==> src/rtl/cpu_bus_pkg.sv <==
`default_nettype none
// ============================================================================
// Module      : cpu_bus_pkg
// Description : Shared types for the CPU memory-port arbiter.
// Revision    : 1.0 - initial release
// ============================================================================
package cpu_bus_pkg;

    localparam int WAIT_CNT_W = 16;

    typedef enum logic [2:0] {
        ST_FETCH = 3'd0,
        ST_DATA  = 3'd1,
        ST_STEP  = 3'd2,
        ST_HALT  = 3'd3,
        ST_ERROR = 3'd4
    } state_t;

endpackage
`default_nettype wire

==> src/rtl/mem_port_arbiter.sv <==
`default_nettype none
// ============================================================================
// Module      : mem_port_arbiter
// Description : Shares one memory port between CPU instruction fetch and data
//               access; single-steps the CPU through clk_enable.
// Revision    : 1.0 - initial release
// ============================================================================
module mem_port_arbiter
    import cpu_bus_pkg::*;
#(
    parameter logic [WAIT_CNT_W-1:0] WAIT_TIMEOUT = 16'd1024
) (
    input  logic        clk,
    input  logic        reset,
    input  logic [31:0] instr_address,
    output logic [31:0] instr_readdata,
    input  logic [31:0] data_address,
    input  logic        data_read,
    input  logic        data_write,
    input  logic [31:0] data_writedata,
    output logic [31:0] data_readdata,
    input  logic        active,
    output logic        clk_enable,
    output logic [31:0] mem_address,
    output logic        mem_read,
    output logic        mem_write,
    output logic [31:0] mem_writedata,
    input  logic        mem_waitrequest,
    input  logic [31:0] mem_readdata,
    output logic        timeout_error
);

    localparam logic [WAIT_CNT_W-1:0] c_cnt_one = WAIT_CNT_W'(1);

    state_t                r_state;
    state_t                w_state_next;
    logic                  r_fetch_done;
    logic                  w_fetch_done_next;
    logic [WAIT_CNT_W-1:0] r_wait_cnt;
    logic [WAIT_CNT_W-1:0] w_wait_cnt_next;
    logic [WAIT_CNT_W-1:0] w_wait_inc;
    logic [31:0]           r_instr;
    logic [31:0]           r_data;
    logic                  r_timeout;
    logic                  w_access;
    logic                  w_complete;
    logic                  w_timeout;
    logic                  w_data_rd;

    // r_fetch_done distinguishes the issuing phase of FETCH from DECIDE.
    assign w_access   = ((r_state == ST_FETCH) && !r_fetch_done) || (r_state == ST_DATA);
    assign w_complete = w_access && !mem_waitrequest;
    assign w_data_rd  = data_read && !data_write;
    assign w_wait_inc = r_wait_cnt + c_cnt_one;

    always_ff @(posedge clk) begin
        if (reset) begin
            r_state      <= ST_FETCH;
            r_fetch_done <= 1'b0;
            r_wait_cnt   <= '0;
        end else begin
            r_state      <= w_state_next;
            r_fetch_done <= w_fetch_done_next;
            r_wait_cnt   <= w_wait_cnt_next;
        end
    end

    always_ff @(posedge clk) begin
        if (reset) begin
            r_instr   <= '0;
            r_data    <= '0;
            r_timeout <= 1'b0;
        end else begin
            if (w_complete && (r_state == ST_FETCH)) begin
                r_instr <= mem_readdata;
            end
            if (w_complete && (r_state == ST_DATA) && w_data_rd) begin
                r_data <= mem_readdata;
            end
            if (w_timeout) begin
                r_timeout <= 1'b1;
            end
        end
    end

    // The wait counter only survives while an access is stalled, so it is
    // implicitly zero at the start of every access.
    always_comb begin
        w_state_next      = r_state;
        w_fetch_done_next = r_fetch_done;
        w_wait_cnt_next   = '0;
        w_timeout         = 1'b0;
        if (w_access && mem_waitrequest) begin
            if ((WAIT_TIMEOUT != '0) && (w_wait_inc == WAIT_TIMEOUT)) begin
                w_timeout         = 1'b1;
                w_state_next      = ST_ERROR;
                w_fetch_done_next = 1'b0;
            end else begin
                w_wait_cnt_next = w_wait_inc;
            end
        end else begin
            case (r_state)
                ST_FETCH: begin
                    if (!r_fetch_done) begin
                        w_fetch_done_next = 1'b1;
                    end else begin
                        w_fetch_done_next = 1'b0;
                        w_state_next      = (data_read || data_write) ? ST_DATA : ST_STEP;
                    end
                end
                ST_DATA:  w_state_next = ST_STEP;
                ST_STEP:  w_state_next = active ? ST_FETCH : ST_HALT;
                default:  w_state_next = r_state;
            endcase
        end
    end

    // Reset gates the strobes combinationally so an abandoned store never
    // reaches memory, and holds clk_enable high to reset the CPU.
    always_comb begin
        mem_address   = '0;
        mem_read      = 1'b0;
        mem_write     = 1'b0;
        mem_writedata = '0;
        clk_enable    = reset;
        if (!reset) begin
            case (r_state)
                ST_FETCH: begin
                    mem_address = instr_address;
                    mem_read    = !r_fetch_done;
                end
                ST_DATA: begin
                    mem_address   = data_address;
                    mem_read      = w_data_rd;
                    mem_write     = data_write;
                    mem_writedata = data_writedata;
                end
                ST_STEP:  clk_enable = 1'b1;
                default:  clk_enable = 1'b0;
            endcase
        end
    end

    assign instr_readdata = r_instr;
    assign data_readdata  = r_data;
    assign timeout_error  = r_timeout;

endmodule
`default_nettype wire

==> config.mk <==
export PLATFORM = sky130hd
export DESIGN_NAME = mem_port_arbiter
export DESIGN_NICKNAME = d
export VERILOG_FILES = /design/src/rtl/cpu_bus_pkg.sv /design/src/rtl/mem_port_arbiter.sv
export SDC_FILE = /design/constraint.sdc
export NUM_CORES = 1
export LEC_CHECK = 0
export CAP_MARGIN = 0
export CORE_MARGIN = 4
export CORE_UTILIZATION = 37
export DETAILED_ROUTE_END_ITERATION = 7
export HOLD_SLACK_MARGIN = 0.06
export PLACE_DENSITY = 0.82
export SETUP_SLACK_MARGIN = 0.05
export SYNTH_ARGS = -nofsm -noshare
export SYNTH_HDL_FRONTEND = slang
export SYNTH_SLANG_ARGS = --single-unit
==> constraint.sdc <==
create_clock -name clk -period 2.7 [get_ports clk]
set_input_delay 0.405 -clock clk [delete_from_list [all_inputs] [get_ports clk]]
set_output_delay 0.405 -clock clk [all_outputs]
set_load 0.005 [all_outputs]
* Word level (Yosys, flattened, before mapping)
Cells that the tools add are included.
** Cells by class
- Reduce and logical (&&, ||, !) cells :: 18
- Multiplexer cells :: 22
- $add $sub $neg :: 1
- Bitwise gates (word level) :: 1
- Equality and inequality tests :: 5
** Operators with widths (count)
- 32-bit 2-to-1 mux :: 3
- 32-bit case mux with 2 select lines :: 1
- 16-bit by 1-bit adder with 16-bit output, second input constant :: 1
- 16-bit by 11-bit equality test with 1-bit output, second input constant :: 1
- 1-bit 2-to-1 mux :: 11
- 3-bit 2-to-1 mux :: 3
- 3-bit case mux with 3 select lines :: 1
- 1-bit logical AND :: 7
- 2-bit 2-to-1 mux :: 2
- 4-bit nonzero test :: 1
- 3-bit by 1-bit equality test with 1-bit output, second input constant :: 1
- 3-bit by 2-bit equality test with 1-bit output, second input constant :: 1
- 1-bit zero test :: 3
- 3-bit zero test :: 1
- 3-bit by 2-bit inequality test with 1-bit output, second input constant :: 1
- 3-bit AND reduction :: 1
- 3-bit OR reduction :: 1
- 1-bit logical OR :: 2
- 2-bit by 1-bit inequality test with 1-bit output, second input constant :: 1
- 1-bit case mux with 2 select lines :: 1
- 2-bit AND reduction :: 1
- 2-bit nonzero test :: 1
- 1-bit NOT :: 1
** Word-level totals
- Register bits after elaboration :: 85
- Output and inout bits :: 132

* Depth between registers and ports, before layout
- Depth in word-level cells :: 6
- Depth in mapped cells :: 8
- Depth with buffers taken out :: 7

* Least setup slack after synthesis
No wires, ideal clock.
- Kind :: register to register
- Start point :: register r_wait_cnt[0]
- End point :: register r_state[2]
- Path slack :: 611 ps
- Arrival time :: 2017 ps
- Period minus slack after synthesis :: 2089 ps
- Library setup time :: 72 ps
- Stages on the path, launching flop included :: 8
- Cells stage by stage :: dfxtp_1 ha_1 nand3_4 nor4_4 and3_1 o211ai_1 or4b_1 o2bb2ai_1
** On the way
- Word-level cells in the longest chain between the ends :: 4
** Ends and longest elaborated chain
- from (decl) :: line mem_port_arbiter.sv:39 : logic [WAIT_CNT_W-1:0] r_wait_cnt;
- from (signal assigned) :: line mem_port_arbiter.sv:64 : r_wait_cnt <= w_wait_cnt_next;
- 16-bit by 1-bit adder with 16-bit output :: line mem_port_arbiter.sv:54 : assign w_wait_inc = r_wait_cnt + c_cnt_one;
- 16-bit by 11-bit equality test with 1-bit output :: line mem_port_arbiter.sv:94 : if ((WAIT_TIMEOUT != '0) && (w_wait_inc == WAIT_TIMEOUT)) begin
- 2-bit by 1-bit inequality test with 1-bit output (no source line)
- 3-bit AND reduction (no source line)
- to (signal assigned) :: line mem_port_arbiter.sv:62 : r_state <= w_state_next;
- to (decl) :: line mem_port_arbiter.sv:35 : state_t r_state;
No other way between the ends.
A chain may end at the register's enable or synchronous reset.

* Final worst setup path
- Start point :: register r_state[1]
- End point :: output mem_writedata[7]
** On the way
- Word-level cells in the longest chain between the ends :: 3
** Ends and longest elaborated chain
- 3-bit by 1-bit equality test with 1-bit output :: line mem_port_arbiter.sv:127 : case (r_state)
- 32-bit 2-to-1 mux :: line mem_port_arbiter.sv:127
- 32-bit 2-to-1 mux :: line mem_port_arbiter.sv:126 : if (!reset) begin
- to (decl) :: line mem_port_arbiter.sv:27 : output logic [31:0] mem_writedata,
No other way between the ends.

==> flow_summary.json <==
{
  "outcome": "finished clean",
  "cpPeakStageDelay_ns": 0.52,
  "vdd_drop_max_mv": 0.394,
  "fin_area_um2": 7110,
  "cpMaxStageDelayCell": "clkdlybuf4s50_1",
  "htree_levels": 3,
  "cts_sinks": 85,
  "multi_input_area_um2": 2240,
  "drive_gt1_share_pct": 5.58,
  "yosysWarnings": 0,
  "grt_max_degree": 65,
  "place_inst": 912,
  "cp_max_fo": 17,
  "fmax_mhz": 397,
  "tns_ns": 0,
  "fin_ws_ns": 0.179,
  "synth_fp_nets": 673,
  "grt_overflow": 0,
  "crit_chain": "or2_4 > nor2_2 > buf_4 > and3_1 > clkdlybuf4s50_1",
  "dr_wl_met3_um": 1460,
  "path_delay_family": "buffers and inverters",
  "netlist_instances": 537,
  "synth_edf_count": 0,
  "port_buffers": 265,
  "vias": 4615,
  "antenna_found_initial": 1,
  "slew_viol_final": 0,
  "synth_cell_type_count": 43,
  "synth_compound_area_share_pct": 11.2,
  "finalCritPeriodShare_pct": 93.4,
  "synth_seq_cells": 85,
  "holdPathStages": 2,
  "routed_via_density": 4.97,
  "place_ws_ns": 0.357,
  "die_area_um2": 12800,
  "clockBufferDepth": 2,
  "firstDrtPassIters": 5,
  "finClkSkew_ns": 0.0101,
  "r2r_start": "r_wait_cnt[2]",
  "async_reset_ff_share_pct": 0,
  "numCtsBuffers": 9,
  "max_slew_margin_pct": 53.8,
  "yosysSeqAreaShare_pct": 41.5,
  "synth_mux_area_share_pct": 8.06,
  "hold_violations": 0,
  "critical_path_buf_inv_count": 2,
  "min_period_ns": 2.52,
  "top_layer": "met4",
  "wl_met1_um": 5950,
  "ctsHoldBuffers": 0,
  "ff2ff_path_depth": 6,
  "ys.flop_type": "dfxtp_1",
  "clockRootBuffer": "clkbuf_8",
  "drc": 0,
  "startpoint_type": "register",
  "ff_latch_area_um2": 1710,
  "synth_simple_gate_area_share_pct": 30.7,
  "synth_xor_area_share_pct": 3.63,
  "rows": 38,
  "power_w": 0.00406,
  "min_from": "reset",
  "setup_viol_count_final": 0,
  "mostFrequentLayoutCell": "clkdlybuf4s50_1",
  "worstHoldPathType": "in2reg",
  "crit_type": "reg2out",
  "cp.required_ns": 2.30,
  "synth_fa_ha_area_share_pct": 0.611,
  "routed_wl_um": 15300,
  "drtIter0Drc": 165,
  "fillers": 882,
  "rsz0062_at_grt": "false",
  "cp-end-kind": "output pin",
  "ant_nets": 0,
  "power_density_nw_per_um2": 570,
  "r2r_end": "r_state[2]",
  "area_growth_pct": 73.6,
  "fin_nets": 920,
  "cts_tree": "built",
  "die_w_um": 113,
  "post_drt_wl_per_cell_um": 16.5,
  "dr_wl_met2_um": 7630,
  "cts.reportedPaths.clkPinSlew_ns": 0.09,
  "syn-cell-area_um2": 4100,
  "die_h_um": 113,
  "fin_cells": 929,
  "layout_common_cells": "clkdlybuf4s50_1, nand2_1, dfxtp_1",
  "tightest_slew_ns": 0.690,
  "track_usage_pct": 23.2,
  "hold_end": "r_fetch_done",
  "hpwl_um": 11900,
  "synth_top_family_by_area": "simple AND/OR/NAND/NOR gates",
  "pin_count": 266,
  "num_antenna_cells": 0,
  "drv_cap": 0,
  "clk_latency_ns": 0.35,
  "p_leak_nw": 2.61,
  "grt_pass1_wl_um": 24000,
  "start_util_pct": 37.8,
  "core_area_um2": 10800,
  "r2r_slack_ns": 0.32,
  "post_dp_cell_area_um2": 6860,
  "critPathArrivalTime_ns": 2.12,
  "grt_pass1_vias": 4636,
  "place.gp.congestion": 0.928,
  "post_synth.cell_area_avg_um2": 7.63
}
==> stage by stage <==
stage,utilization (%),hold WS (ns)
6_report,65.6,0.404
3_5_place_dp,63.3,0.446
2_1_floorplan,-,0.453
4_1_cts,65.5,0.373
5_1_grt,65.6,0.413
3_3_place_gp,63.3,0.441
==> worst register-to-register path: cells and delay by family (launching register included) <==
kind	cells	cell delay [ns]
AO/OA/AOI/OAI	2	0.26
flip-flops	1	0.54
AND/OR/NAND/NOR	3	1.25
multiplexers	1	0.28
==> worst max-delay path by stage <==
stage	cells after the start	start	slack (ns)	end
final	5	r_state[1]	0.18	mem_writedata[7]
after global placement	5	reset	0.35	mem_address[27]
after CTS	5	r_state[1]	0.07	mem_writedata[13]
after global routing	4	r_state[1]	0.06	mem_address[31]
after detailed placement	6	r_wait_cnt[2]	0.36	r_state[2]
after floorplan	7	r_wait_cnt[0]	0.61	r_state[2]
==> kinds of logic (layout without fill, tap and decap cells) <==
family                     Yosys count  in the layout
adders and majority gates            2              2
muxes                               33             33
AOI/OAI and AO/OA                   84             84
and+or+nand+nor                    270            270
DFF                                 85             85
xor gates and xnor gates            17             17
buffers and inverters               46            298
==> layout make-up <==
cell class                 instances  share of cell area [%]
inverter                           4                   0.211
multi-input combinational        406                    31.5
clock inverter                     7                    1.48
timing repair buffer             278                    38.6
sequential                        85                    24.0
clock buffer                       9                    1.74
tap                              140                    2.46
==> registers in the layout, summed over array words and instances, names as in the netlist <==
| register | count |
|---|---|
| data_readdata | 32 |
| timeout_error | 1 |
| r_wait_cnt | 16 |
| instr_readdata | 32 |
| r_state | 3 |
| r_fetch_done | 1 |
==> cells in the mapped netlist (2+ instances only) <==
cell type	number	area [µm²]
a21oi_1	67	335
ha_1	2	25.0
nor2b_1	2	12.5
o21ai_0	5	25.0
dfxtp_1	85	1700
nor4_1	4	25.0
nor3_1	11	55.1
xnor2_1	14	123
nand2_1	133	499
or2_2	3	18.8
mux2i_1	33	330
o2bb2ai_1	2	17.5
xor2_1	3	26.3
nand2b_1	2	12.5
clkbuf_1	41	154
or3_1	3	18.8
nand3_1	11	55.1
and3_1	35	219
nor2_1	52	195
nor3b_1	2	15.0
inv_1	4	15.0
and3_2	2	15.0
==> report_power, final <==
| part | internal [W] | switching (W) |
|---|---|---|
| Combinational | 0.000849 | 0.000670 |
| Sequential | 0.00139 | 0.000115 |
| Clock | 0.000539 | 0.000494 |
==> routing by layer <==
metal / vias to the layer above / GRT usage [%]
li1: 2300 / -
met5: - / 0
met3: 24 / 10.3
met1: 2117 / 26.2
met2: 174 / 40.4
met4: 0 / 4.97
==> what timing repair did <==
item,4_1_cts,5_1_grt
endpoints found under the setup margin,1,50
setup buffers,0,0
gates cloned,0,1
resized for setup,1,6
No activity file was read; power rests on OpenSTA's default activity.
